### config.mk
export PLATFORM = sky130hd
export DESIGN_NAME = output_argmax_flat
export DESIGN_NICKNAME = d
export VERILOG_FILES = /design/src/rtl/output_argmax_if.sv /design/src/rtl/output_argmax.sv /design/src/flat_wrapper.sv
export SDC_FILE = /design/constraint.sdc
export NUM_CORES = 1
export LEC_CHECK = 0
export ABC_AREA = 1
export BUFFER_PORTS_ARGS = -buffer_cell sky130_fd_sc_hd__buf_4
export CORE_MARGIN = 2
export CORE_UTILIZATION = 49
export DETAILED_ROUTE_END_ITERATION = 7
export PLACE_DENSITY = 0.73
export RECOVER_POWER = 25
export SYNTH_ARGS = -nofsm -noshare
export SYNTH_HDL_FRONTEND = slang
export SYNTH_SLANG_ARGS = --single-unit
### constraint.sdc
create_clock -name clk -period 4.6 [get_ports clk]
set_clock_uncertainty 0.05 [all_clocks]
set_input_delay 0.69 -clock clk [delete_from_list [all_inputs] [get_ports clk]]
set_output_delay 0.69 -clock clk [all_outputs]
set_load 0.01 [all_outputs]
### src/rtl/output_argmax_if.sv
// Handshake bundle for output_argmax: score stream in, winning-class result out.
// The master drives scores and accepts results; the slave is the argmax stage.
interface output_argmax_if #(
    parameter int DATA_W = 32,
    parameter int IDX_W  = 4
);
    logic              s_valid;
    logic              s_ready;
    logic [DATA_W-1:0] s_data;
    logic              s_last;
    logic              m_valid;
    logic              m_ready;
    logic [IDX_W-1:0]  m_class;
    logic [DATA_W-1:0] m_score;
    logic              m_err;
    logic [DATA_W-1:0] m_margin;

    modport master (
        output s_valid, s_data, s_last, m_ready,
        input  s_ready, m_valid, m_class, m_score, m_err, m_margin
    );

    modport slave (
        input  s_valid, s_data, s_last, m_ready,
        output s_ready, m_valid, m_class, m_score, m_err, m_margin
    );
endinterface

### src/rtl/output_argmax.sv
// Streaming argmax over one frame of signed Q16.16 class scores, result held until accepted.
// Define ARGMAX_MARGIN_EN to also track the second-best score and report best minus second.
//
// state   | meaning
// COLLECT | accepting score beats, tracking the running maximum
// HOLD    | result presented on m_*, score stream stalled until m_ready
module output_argmax #(
    parameter int NUM_CLASSES = 10,
    parameter int DATA_W      = 32,
    parameter int IDX_W       = 4
) (
    input  logic           clk,
    input  logic           rst_n,
    output_argmax_if.slave bus
);
    typedef enum logic {COLLECT, HOLD} state_e;

    localparam logic [IDX_W:0]    CNT_MAX  = (IDX_W+1)'(NUM_CLASSES);
    localparam logic [IDX_W:0]    LAST_IDX = (IDX_W+1)'(NUM_CLASSES - 1);
    localparam logic [IDX_W:0]    CNT_ONE  = {{IDX_W{1'b0}}, 1'b1};
    localparam logic [DATA_W-1:0] MOST_NEG = {1'b1, {(DATA_W-1){1'b0}}};

    state_e                    state_q;
    logic                      s_ready_q, m_valid_q;
    logic [IDX_W:0]            cnt_q;
    logic signed [DATA_W-1:0]  best_q, best_d;
    logic [IDX_W-1:0]          best_idx_q, best_idx_d;
    logic                      err_q, err_d;
    logic [IDX_W-1:0]          m_class_q;
    logic [DATA_W-1:0]         m_score_q;
    logic                      m_err_q;
    logic signed [DATA_W-1:0]  s_data_s;
    logic                      beat, in_range, first;

    assign s_data_s = bus.s_data;
    assign beat     = bus.s_valid & s_ready_q;
    assign in_range = cnt_q < CNT_MAX;
    assign first    = cnt_q == '0;

`ifdef ARGMAX_MARGIN_EN
    logic signed [DATA_W-1:0] second_q, second_d;
    logic [DATA_W-1:0]        m_margin_q;
    assign bus.m_margin = m_margin_q;
`else
    assign bus.m_margin = '0;
`endif

    // Running update including the current beat; used both to advance and to latch the result.
    always_comb begin
        best_d     = best_q;
        best_idx_d = best_idx_q;
        err_d      = err_q;
`ifdef ARGMAX_MARGIN_EN
        second_d   = second_q;
`endif
        if (!in_range) begin
            err_d = 1'b1;
        end else if (first) begin
            best_d     = s_data_s;
            best_idx_d = '0;
`ifdef ARGMAX_MARGIN_EN
            second_d   = MOST_NEG;
`endif
        end else if (s_data_s > best_q) begin
            best_d     = s_data_s;
            best_idx_d = cnt_q[IDX_W-1:0];
`ifdef ARGMAX_MARGIN_EN
            second_d   = best_q;
        end else if (s_data_s > second_q) begin
            second_d   = s_data_s;
`endif
        end
        if (bus.s_last && (cnt_q != LAST_IDX)) begin
            err_d = 1'b1;
        end
    end

    always_ff @(posedge clk) begin
        if (!rst_n) begin
            state_q    <= COLLECT;
            s_ready_q  <= 1'b0;
            m_valid_q  <= 1'b0;
            cnt_q      <= '0;
            best_q     <= '0;
            best_idx_q <= '0;
            err_q      <= 1'b0;
            m_class_q  <= '0;
            m_score_q  <= '0;
            m_err_q    <= 1'b0;
`ifdef ARGMAX_MARGIN_EN
            second_q   <= '0;
            m_margin_q <= '0;
`endif
        end else begin
            case (state_q)
                COLLECT: begin
                    s_ready_q <= 1'b1;
                    if (beat && bus.s_last) begin
                        state_q   <= HOLD;
                        s_ready_q <= 1'b0;
                        m_valid_q <= 1'b1;
                        m_class_q <= best_idx_d;
                        m_score_q <= best_d;
                        m_err_q   <= err_d;
`ifdef ARGMAX_MARGIN_EN
                        m_margin_q <= best_d - second_d;
`endif
                        cnt_q     <= '0;
                        err_q     <= 1'b0;
                    end else if (beat) begin
                        cnt_q      <= (cnt_q == CNT_MAX) ? cnt_q : cnt_q + CNT_ONE;
                        best_q     <= best_d;
                        best_idx_q <= best_idx_d;
                        err_q      <= err_d;
`ifdef ARGMAX_MARGIN_EN
                        second_q   <= second_d;
`endif
                    end
                end
                HOLD: begin
                    if (bus.m_ready) begin
                        state_q   <= COLLECT;
                        m_valid_q <= 1'b0;
                        s_ready_q <= 1'b1;
                    end
                end
            endcase
        end
    end

    assign bus.s_ready = s_ready_q;
    assign bus.m_valid = m_valid_q;
    assign bus.m_class = m_class_q;
    assign bus.m_score = m_score_q;
    assign bus.m_err   = m_err_q;
endmodule
### src/flat_wrapper.sv
// flat-port wrapper written by rule: the top's interface ports become plain ports
module output_argmax_flat 
#(
    parameter int NUM_CLASSES = 10,
    parameter int DATA_W      = 32,
    parameter int IDX_W       = 4
)
  (clk, rst_n, bus_s_valid, bus_s_data, bus_s_last, bus_m_ready, bus_s_ready, bus_m_valid, bus_m_class, bus_m_score, bus_m_err, bus_m_margin);
  output_argmax_if #(.DATA_W(DATA_W), .IDX_W(IDX_W)) bus_i ();
  input  logic clk;
  input  logic rst_n;
  input wire logic [$bits(bus_i.s_valid)-1:0] bus_s_valid;
  input wire logic [$bits(bus_i.s_data)-1:0] bus_s_data;
  input wire logic [$bits(bus_i.s_last)-1:0] bus_s_last;
  input wire logic [$bits(bus_i.m_ready)-1:0] bus_m_ready;
  output wire logic [$bits(bus_i.s_ready)-1:0] bus_s_ready;
  output wire logic [$bits(bus_i.m_valid)-1:0] bus_m_valid;
  output wire logic [$bits(bus_i.m_class)-1:0] bus_m_class;
  output wire logic [$bits(bus_i.m_score)-1:0] bus_m_score;
  output wire logic [$bits(bus_i.m_err)-1:0] bus_m_err;
  output wire logic [$bits(bus_i.m_margin)-1:0] bus_m_margin;
  assign bus_i.s_valid = bus_s_valid;
  assign bus_i.s_data = bus_s_data;
  assign bus_i.s_last = bus_s_last;
  assign bus_i.m_ready = bus_m_ready;
  assign bus_s_ready = bus_i.s_ready;
  assign bus_m_valid = bus_i.m_valid;
  assign bus_m_class = bus_i.m_class;
  assign bus_m_score = bus_i.m_score;
  assign bus_m_err = bus_i.m_err;
  assign bus_m_margin = bus_i.m_margin;
  output_argmax #(.NUM_CLASSES(NUM_CLASSES), .DATA_W(DATA_W), .IDX_W(IDX_W)) u_core (.clk(clk), .rst_n(rst_n), .bus(bus_i));
endmodule
**Word-level counts from Yosys, hierarchy flattened**

Index checks and enable logic that the tools add are counted.

- Register bits: 82
- Latch bits: 0
- Memory bits (writable): 0
- ROM bits: 0
- Input port bits: 37
- Output and inout port bits: 71
- Word-level logic and storage cells: 52
- Memories kept: 0

- $add $sub $neg: 1
- $mul: 0
- Div/mod/pow operators: 0
- $lt $le $gt $ge: 2
- Eq/ne operators: 5
- Shifts and indexed selects: 0
- Mux-type cells: 22
- Bitwise logic cells: 3
- Reductions and logical operators: 9

Operator list:

| kind | count |
|---|---|
| 32-bit two-way mux | 3 |
| 32-bit greater-than comparator | 1 |
| 5-bit two-way mux | 3 |
| 4-bit two-way mux | 3 |
| 1-bit two-way mux | 10 |
| 1-bit one-hot mux with 2 select lines | 3 |
| 2-bit AND reduction | 3 |
| 3-bit AND reduction | 2 |
| 5-bit by 1-bit adder with 5-bit output (second input constant) | 1 |
| 5-bit by 4-bit equality test with 1-bit output (second input constant) | 1 |
| 5-bit zero test | 1 |
| 5-bit by 4-bit < comparator with 1-bit output (second input constant) | 1 |
| 5-bit by 4-bit inequality test with 1-bit output (second input constant) | 1 |
| 2-bit by 1-bit inequality test with 1-bit output (second input constant) | 2 |
| 1-bit logical AND | 2 |
| 2-bit inequality test (second input constant) | 1 |
| 1-bit NOT | 2 |
| 2-bit nonzero test | 1 |
| 1-bit AND | 1 |

**Logic depth before layout (Yosys ltp)**

Gate-level depths: netlist (run 1).

- Depth after elaboration: 5
- Mapped depth: 22
- Mapped depth without buffers: 21

**Worst setup path before layout (run 1)**

Ideal clock, no wire load.

- Path kind: input to register
- Start: input port bus_s_data[19]
- End: register u_core.best_q[11]
- Library setup time: 0.109 ns
- Arrival: 2.360 ns
- Data required time: 4.441 ns
- Path slack: 2.081 ns
- Stages on the path: 15
- Path buffers: 1
- Cell sequence: ha_1 > a21o_1 > o21ai_1 > nand2_1 > a21oi_1 > nand2_1 > nand2_2 > nand3_4 > nand2_4 > nand2_8 > buf_12 > nand2_4 > nand3_1 > nand2_1 > inv_1

- Word-level cells in the longest chain between the ends: 4

Ends and longest elaborated chain:

| what | RTL line | RTL |
|---|---|---|
| start: declaration | flat_wrapper.sv:13 | `input wire logic [$bits(bus_i.s_data)-1:0] bus_s_data;` |
| 32-bit greater-than comparator | output_argmax.sv:64 | `end else if (s_data_s > best_q) begin` |
| 32-bit two-way mux | output_argmax.sv:64 |  |
| 32-bit two-way mux | output_argmax.sv:58 | `end else if (first) begin` |
| 32-bit two-way mux | output_argmax.sv:56 | `if (!in_range) begin` |
| end signal: assignment | output_argmax.sv:112 | `best_q <= best_d;` |
| end: declaration | output_argmax.sv:26 | `logic signed [DATA_W-1:0] best_q, best_d;` |

Every way passes these cells.
A chain may end at the register's enable or synchronous reset.

**Worst setup path in the final report (run 1)**

- Start: input port bus_s_data[31]
- End: register u_core.best_q[7]

The elaborated chain is that of the path after synthesis.

==> out/results.md, run 1 <==
Floorplanning
- initial standard-cell utilization of the core: 0.496
- width of the die: 106 um
- core footprint: 10200 um2
- Top Ports: 108
- Die H: 106 um
- number of placement rows: 37
- Die Footprint: 11100 um2

Yosys
- synthesis warning total: 0
- EDFF count, synth: 0
- synthesis-stage register bit count: 82
- cell type with the highest aggregate area in the netlist: dfxtp_1
- Post-Synthesis Mean Instance Area: 7.07 um2
- netlist area before placement: 5050 um2
- async set or reset register ratio after synthesis: 0
- area share of the leading cell type in the synthesized netlist: 0.325
- main flop type after synthesis: dfxtp_1
- sequential element share of the synthesized area: 0.325
- main area contributors after synthesis: dfxtp_1 (32%), nand2_1 (17%), ha_1 (8.9%), nand3_1 (7.3%), inv_1 (6.9%)
- cell count after synthesis: 715
- Yosys cell types: 33

Route
- number of design-rule violations left by the first detailed-router iteration: 308
- DRT Wirelength: 11600 um
- DRC violation count after routing: 0
- via count of the routed design: 4456
- average wire per standard cell: 12.6 um
- antenna-violating nets left: 0
- vias per cell: 4.85
- first-pass iteration count of the detailed router: 4

Clock network
- Hold-fix buffers, CTS: 0
- quantity of gates resized following cts: 0
- clock tree from TritonCTS: built
- deepest clock path buffer count: 2
- clock buffers created by TritonCTS: 9
- number of sinks handled by clock tree synthesis: 82
- clock-pin slew on the worst setup and hold paths: 80 ps
- H-tree depth reported by CTS: 3
- clock latency of the later-clocked register in the worst-skew pair: 370 ps
- post-CTS setup-driven buffer insertion count: 0
- library cell used as clock root buffer: clkbuf_8

Power
- power density normalized to cell area: 272 nW/um2
- total leakage power: 3.25 nW
- total power consumption of the routed design: 1.53 mW
- worst-case vdd ir drop: 0.137 mV

Layout
- filler cell count: 1017
- layout cell share with drive strength beyond 1: 0.140
- storage element area: 1640 um2
- nets: 851
- final design area excluding fillers: 5610 um2
- Diodes inserted: 0
- synthesis-to-layout area growth: 11.0%
- leading cell type in the layout, fill and taps excluded: nand2_1
- area used by multi-input combinational logic: 2770 um2
- commonest cells after routing, fill and taps aside: nand2_1 (223), inv_1 (93), dfxtp_1 (82), nand3_1 (74), a21oi_1 (54)

STA
- tightest slew margin relative to the limit: 0.253
- Setup TNS Final: 0 ps
- final number of max-transition violations: 0
- unrepaired setup endpoints after global routing: no
- hold violation total from the final report: 0
- fmax: 0.324 GHz
- share of the cycle needed by the critical path after routing: 0.672
- number of failing setup endpoints in the final timing report: 0
- post-layout min period: 3090 ps
- Worst Tran Pin Value: 1110 ps

Global route
- global route total overflow: 0
- overall track demand over capacity in global routing: 0.220
- number of antenna violations at the first check in global routing: 0
- largest net degree at the start of global routing: 42
- wire length of the first global-routing pass: 19700 um
- number of global-route vias before repair: 4317

Placement
- placed wire-length estimate: 8020 um
- final estimated routing congestion in global placement: 0.807
- I/O Buffers: 75
- Placement Cell Area: 5540 um2

Setup path
- slowest cell delay on critical path: 430 ps
- critical path data arrival time: 3320 ps
- series of cell instances along the critical path: buf_4 > ha_1 > a21oi_1 > o21a_1 > nand2_1 > a21oi_1 > nand2_1 > nand2_2 > nand3_4 > nand2_4 > nand2_8 > nand2_1 > nand3_1 > nand2_1 > inv_1
- cell with the largest stage delay on the worst path: nand2_8
- category of the worst setup path capture point: flip-flop
- startpoint type of the worst setup path: primary input
- Data required, critical path: 4830 ps
- category of the critical setup timing path: primary input to flip-flop
- Max Fanout on Critical Path: 33
- most frequent cell on the critical path: nand2_1

Job
- MaxCap Viol Count: 0

Worst hold path
- HP Class: flip-flop to flip-flop

Run status
- status: completed

[final cells by class]
cell class | instances | area share
Tap cell | 136 | 0.0303
Multi-Input combinational cell | 510 | 0.494
Inverter | 95 | 0.0635
Clock buffer | 12 | 0.0259
Timing Repair Buffer | 80 | 0.0890
Clock inverter | 4 | 0.00491
Sequential cell | 82 | 0.293
[flip-flops by register name, summed over array words and instances, names as in the netlist]
signal / flops
u_core.bus.s_ready: 1
u_core.bus.m_score: 32
u_core.bus.m_class: 4
u_core.cnt_q: 5
u_core.bus.m_valid: 1
u_core.err_q: 1
u_core.bus.m_err: 1
u_core.state_q: 1
u_core.best_q: 32
u_core.best_idx_q: 4
[worst max-delay path: cells and delay by family]
family          cells  cell delay [ps]
fa+ha+maj           1              360
buf+inv             2              150
compound gates      3              510
simple gates        9             1570
[per-stage QoR]
step / std cells / setup WS (ps) / hold WS [ps] / util
finish: 919 / 1510 / 402 / 0.551
global route: 919 / 1200 / 423 / 0.551
CTS: 919 / 1480 / 407 / 0.561
detailed placement: 903 / 1130 / 392 / 0.544
global placement: 903 / 1210 / 387 / 0.544
floorplan: 746 / 2080 / 405 / -
[routing by layer]
layer,GRT usage,share of wire,routed length (um),vias up
met1,0.279,0.45,5280,2024
li1,-,-,-,2315
met2,0.366,0.48,5530,103
met5,0,0,0,-
met4,0.102,0.017,201,0
met3,0.0365,0.052,603,14
[report_power, final]
part           switching (mW)  total (mW)  internal, mW
clock                   0.273       0.483         0.210
combinational           0.177       0.282         0.105
sequential             0.0235       0.763         0.739
[worst paths after layout]
check,start,endpoint,cells past startpoint,slack (ps)
hold reg to reg,u_core.bus.m_score[18],u_core.bus.m_score[18],2,400
hold / removal,u_core.bus.m_score[18],u_core.bus.m_score[18],2,400
setup reg to reg,u_core.best_q[19],u_core.best_q[7],15,1510
setup / recovery,bus_s_data[31],u_core.best_q[7],15,1510
[cell families (layout without fill, tap and decap cells)]
group                      Yosys count  count (layout)  synth area share
and+or+nand+nor                    371             371             0.360
buffers and inverters              154             191             0.151
DFF                                 82              82             0.325
AOI/OAI and AO/OA                   71              71            0.0740
adders and majority gates           36              36            0.0891
other                                1              32          0.000742
[synth_stat cells (all sizes together), types with 2 or more instances]
cell type  instances
a21o               2
a21oi             54
a31oi              2
buf               39
clkbuf            20
clkinv             2
dfxtp             82
ha                36
inv               93
nand2            258
nand3             76
nand4              9
nor2              22
nor3               4
o21a               2
o21ai              9
No activity file was read; power rests on OpenSTA's default activity.
==> run 2: changes to the inputs <==
- PLACE_DENSITY: 0.73 -> 0.76
- clock period: 4.6 -> 2.7 ns (I/O delays scaled with it)
==> run 2 against run 1 <==
Via count rose by 2.7%. Highest routed layer unchanged. Critical endpoint is now u_core.best_q[16]. Largest power group unchanged. Power rose by 79%. Non-clock buffer count increased by 13. First-iteration DRC count fell by 27%. Clock power rose by 92%. Global-route usage hardly changed.
==> out/results.md, run 2 (synthesis gave the netlist of run 1 again) <==
Power
- total leakage power: 3.34 nW
- Seq pwr share: 0.477
- worst-case vdd ir drop: 0.272 mV
- Internal Power: 1.95 mW
- Clock power frac: 0.339
- part of the total power dissipated in combinational logic: 0.184
- total power consumption of the routed design: 2.73 mW
- net switching power figure: 0.776 mW
- power density normalized to cell area: 473 nW/um2
- switching fraction of total power: 0.285

Route
- DRC violation count after routing: 0
- vias per cell: 4.92
- DRT Wirelength: 11700 um
- average wire per standard cell: 12.5 um
- first-pass iteration count of the detailed router: 4
- via count of the routed design: 4577
- antenna-violating nets left: 0
- number of design-rule violations left by the first detailed-router iteration: 226

Floorplanning
- Die H: 106 um
- Top Ports: 108
- initial standard-cell utilization of the core: 0.496
- core footprint: 10200 um2
- width of the die: 106 um
- number of placement rows: 37
- Die Footprint: 11100 um2

STA
- worst hold-check slack: 170 ps
- fmax: 0.403 GHz
- share of the cycle needed by the critical path after routing: 0.919
- final critical-path setup slack: 219 ps
- number of failing setup endpoints in the final timing report: 0
- Setup TNS Final: 0 ps
- final number of max-transition violations: 0
- hold violation total from the final report: 0
- unrepaired setup endpoints after global routing: no
- post-layout min period: 2480 ps

Global route
- largest net degree at the start of global routing: 39
- number of global-route vias before repair: 4389
- overall track demand over capacity in global routing: 0.220
- number of antenna violations at the first check in global routing: 0
- global route total overflow: 0
- wire length of the first global-routing pass: 19700 um

Job
- MaxCap Viol Count: 0

Setup path
- R2R Setup Slk: 220 ps
- series of cell instances along the critical path: inv_1 > ha_1 > a21oi_1 > nand2_1 > a21oi_1 > nand2_1 > nand2_1 > nand2_1 > nand2_2 > nand3_4 > nand2_4 > nand2_8 > buf_4 > nand2_4 > nand3_1 > nand2_1 > inv_1
- Data required, critical path: 2920 ps
- worst setup path start: u_core.best_q[11]
- critical path data arrival time: 2700 ps
- category of the critical setup timing path: flip-flop to flip-flop
- most frequent cell on the critical path: nand2_1
- Max Fanout on Critical Path: 10
- worst r2r dst: u_core.best_q[16]
- Reg2Reg Depth: 17
- slowest cell delay on critical path: 390 ps
- reg-to-reg startpoint: u_core.best_q[11]
- destination of the critical timing path: u_core.best_q[16]
- category of the worst setup path capture point: flip-flop
- startpoint type of the worst setup path: flip-flop
- cell with the largest stage delay on the worst path: dfxtp_1

Layout
- filler cell count: 991
- Diodes inserted: 0
- leading cell type in the layout, fill and taps excluded: nand2_1
- synthesis-to-layout area growth: 14.3%
- commonest cells after routing, fill and taps aside: nand2_1 (223), inv_1 (93), dfxtp_1 (82), nand3_1 (74), buf_4 (59)
- layout cell share with drive strength beyond 1: 0.152
- nets: 864

Clock network
- clock-pin slew on the worst setup and hold paths: 80 ps
- H-tree depth reported by CTS: 3
- clock latency of the later-clocked register in the worst-skew pair: 370 ps
- clock buffers created by TritonCTS: 9
- deepest clock path buffer count: 2
- post-CTS setup-driven buffer insertion count: 0
- Hold-fix buffers, CTS: 0
- library cell used as clock root buffer: clkbuf_8
- clock tree from TritonCTS: built
- quantity of gates resized following cts: 0
- number of sinks handled by clock tree synthesis: 82

Placement
- placement-stage worst setup slack: 75.1 ps
- I/O Buffers: 75
- final estimated routing congestion in global placement: 0.886
- placed wire-length estimate: 8340 um

Worst hold path
- Worst Hold Launch: bus_m_ready
- HP Class: primary input to flip-flop

Run status
- status: completed

run 2: metrics by stage:
stage / cells / util / instance area [um2]
2_1_floorplan: 746 / - / 5170
3_3_place_gp: 916 / 0.557 / 5680
3_5_place_dp: 916 / 0.557 / 5680
4_1_cts: 931 / 0.577 / 5880
5_1_grt: 931 / 0.567 / 5770
6_report: 931 / 0.567 / 5770
run 2: worst min path at each step:
| stage | depth (start not counted) | to | slack, ps |
|---|---|---|---|
| 2_1_floorplan | 2 | u_core.err_q | 400 |
| 3_3_place_gp | 2 | u_core.bus.m_score[25] | 390 |
| 3_5_place_dp | 2 | u_core.bus.m_score[19] | 390 |
| 4_1_cts | 2 | u_core.bus.m_valid | 160 |
| 5_1_grt | 2 | u_core.bus.m_valid | 160 |
| 6_report | 2 | u_core.bus.m_valid | 170 |
run 2: layout make-up:
class                           count  area [um2]  share of cell area
Clock inverter                      2        35.0             0.00607
Clock buffer                       13         169              0.0293
Timing Repair Buffer               93         627               0.109
Inverter                           95         357              0.0618
Sequential cell                    82        1640               0.284
Tap cell                          136         170              0.0295
Multi-Input combinational cell    510        2780               0.481
run 2: layer usage:
| layer | vias to the layer above | track usage | routed length [um] |
|---|---|---|---|
| li1 | 2343 | - | - |
| met5 | - | 0 | 0 |
| met2 | 138 | 0.359 | 5530 |
| met1 | 2071 | 0.280 | 5120 |
| met3 | 25 | 0.0396 | 768 |
| met4 | 0 | 0.109 | 229 |
run 2: worst max-delay path: cells and delay by family, from the launching register on:
kind                     cells  cell delay [ps]
buffers and inverters        3              350
AND/OR/NAND/NOR             11              980
AO/OA/AOI/OAI                2              320
flip-flops                   1              390
adder cells (fa/ha/maj)      1              310
run 2: power by group through the flow:
stage | registers (mW) | clock network, mW | logic (mW)
after global placement | 1.33 | 0 | 0.495
after global routing | 1.31 | 1.00 | 0.570
final | 1.30 | 0.926 | 0.502
after CTS | 1.30 | 0.957 | 0.512
after floorplan | 1.33 | 0 | 0.369
after detailed placement | 1.33 | 0 | 0.509
==> run 3: changes to the inputs <==
- CELL_PAD_IN_SITES_DETAIL_PLACEMENT: default -> 0
- CELL_PAD_IN_SITES_GLOBAL_PLACEMENT: default -> 2
- CORE_UTILIZATION: 49 -> 27
- GPL_ROUTABILITY_DRIVEN: default -> 0
- PLACE_DENSITY: 0.76 -> default
- PLACE_DENSITY_LB_ADDON: default -> 0.1
==> run 3 against run 2 <==
Utilization down 24 points. Critical path depth unchanged. Critical path type unchanged. Clock power up 47%. Final cell count up 11%. Global-route usage down 7.4 points. Register-to-register slack about the same.
==> out/results.md, run 3 (synthesis gave the netlist of run 1 again) <==
Floorplanning
- core footprint: 18500 um2
- initial standard-cell utilization of the core: 0.273
- Die H: 141 um
- Top Ports: 108
- Die Footprint: 19800 um2
- number of placement rows: 50
- width of the die: 141 um

STA
- final critical-path setup slack: 210 ps
- Setup TNS Final: 0 ps
- number of failing setup endpoints in the final timing report: 0
- unrepaired setup endpoints after global routing: no
- fmax: 0.402 GHz
- worst hold-check slack: 203 ps
- Worst Tran Pin Value: 757 ps
- share of the cycle needed by the critical path after routing: 0.922
- post-layout min period: 2490 ps
- final number of max-transition violations: 0
- hold violation total from the final report: 0
- tightest slew margin relative to the limit: 0.495

Setup path
- Max Fanout on Critical Path: 10
- most frequent cell on the critical path: nand2_1
- category of the worst setup path capture point: flip-flop
- category of the critical setup timing path: flip-flop to flip-flop
- category of cells accounting for the largest share of critical-path delay: simple AND/OR/NAND/NOR gates
- R2R Setup Slk: 210 ps
- slowest cell delay on critical path: 380 ps
- cell with the largest stage delay on the worst path: dfxtp_1
- startpoint type of the worst setup path: flip-flop
- worst r2r dst: u_core.best_q[25]
- series of cell instances along the critical path: inv_1 > ha_1 > nand2_1 > nor3_2 > buf_4 > nand2_1 > nand2_1 > nand2_1 > nand3_2 > nand3_4 > nand2_4 > nand2_8 > buf_12 > nand2_4 > nand3_1 > nand2_1 > inv_1
- Reg2Reg Depth: 17
- WP buf/inv: 4
- reg-to-reg startpoint: u_core.best_q[15]
- critical path data arrival time: 2680 ps
- Data required, critical path: 2890 ps

Route
- DRT Wirelength: 14100 um
- number of design-rule violations left by the first detailed-router iteration: 148
- first-pass iteration count of the detailed router: 4
- DRC violation count after routing: 0
- via count of the routed design: 4458
- antenna-violating nets left: 0
- vias per cell: 4.33
- average wire per standard cell: 13.7 um

Placement
- Placement Cell Area: 5810 um2
- post-placement cell count: 1014
- placement-stage worst setup slack: 73.5 ps
- I/O Buffers: 75
- placed wire-length estimate: 9520 um

Power
- total power consumption of the routed design: 3.18 mW
- power density normalized to cell area: 527 nW/um2
- total leakage power: 3.40 nW
- worst-case vdd ir drop: 0.317 mV

Clock network
- clock buffers created by TritonCTS: 9
- clock-pin slew on the worst setup and hold paths: 70 ps
- clock latency of the later-clocked register in the worst-skew pair: 340 ps
- Hold-fix buffers, CTS: 0
- deepest clock path buffer count: 2
- H-tree depth reported by CTS: 3
- quantity of gates resized following cts: 0
- library cell used as clock root buffer: clkbuf_16
- clock tree from TritonCTS: built
- number of sinks handled by clock tree synthesis: 82
- post-CTS setup-driven buffer insertion count: 0

Run status
- status: completed

Layout
- nets: 864
- layout cell share with drive strength beyond 1: 0.160
- core utilization of the finished layout: 0.326
- leading cell type in the layout, fill and taps excluded: nand2_1
- filler cell count: 2062
- post-route non-filler standard cell count: 1030
- synthesis-to-layout area growth: 19.4%
- final design area excluding fillers: 6040 um2
- Diodes inserted: 0
- commonest cells after routing, fill and taps aside: nand2_1 (223), inv_1 (93), dfxtp_1 (82), nand3_1 (74), buf_4 (60)

Worst hold path
- instance count along the most critical hold path: 2
- end point of the worst hold path: u_core.bus.m_valid
- HP Class: primary input to flip-flop
- Worst Hold Launch: bus_m_ready

Global route
- number of antenna violations at the first check in global routing: 0
- number of global-route vias before repair: 4375
- global route total overflow: 0
- wire length of the first global-routing pass: 22500 um
- overall track demand over capacity in global routing: 0.146
- largest net degree at the start of global routing: 42

Job
- MaxCap Viol Count: 0

-- run 3: cell count changes in the layout (fill, tap and decap cells not counted), moves of 2 or more --
cell,delta
clkbuf_8,-11
clkinv_2,+3
clkbuf_1,-2
clkbuf_16,+9
-- run 3: worst max path at each step --
stage | start | endpoint | slack [ps] | cells past startpoint
final | u_core.best_q[15] | u_core.best_q[25] | 210 | 17
after global routing | u_core.best_q[23] | u_core.best_q[23] | 3 | 17
after CTS | u_core.best_q[11] | u_core.best_q[25] | 160 | 17
after detailed placement | bus_s_data[27] | u_core.best_q[22] | 70 | 17
after global placement | bus_s_data[23] | u_core.best_q[12] | 100 | 16
after floorplan | u_core.best_q[19] | u_core.best_q[11] | 470 | 16
-- run 3: cell type report --
cell class,count,area (um2),share of cell area
clock inverters,6,80.1,0.0133
clock buffers,10,239,0.0396
inverters,95,357,0.0591
repair buffers,93,639,0.106
flip-flops and latches,82,1640,0.272
multi-input cells,510,2790,0.462
well taps,234,293,0.0485
-- run 3: report_power, final --
| part | internal (mW) | switching, mW | total, mW |
|---|---|---|---|
| combinational | 0.200 | 0.322 | 0.521 |
| sequential | 1.26 | 0.0393 | 1.30 |
| clock | 0.830 | 0.531 | 1.36 |
| total | 2.29 | 0.892 | 3.18 |
-- run 3: routing by layer --
layer	wire length, um	GRT usage
met5	0	0
met1	6890	0.190
met4	204	0.0505
met2	6590	0.247
met3	432	0.0224
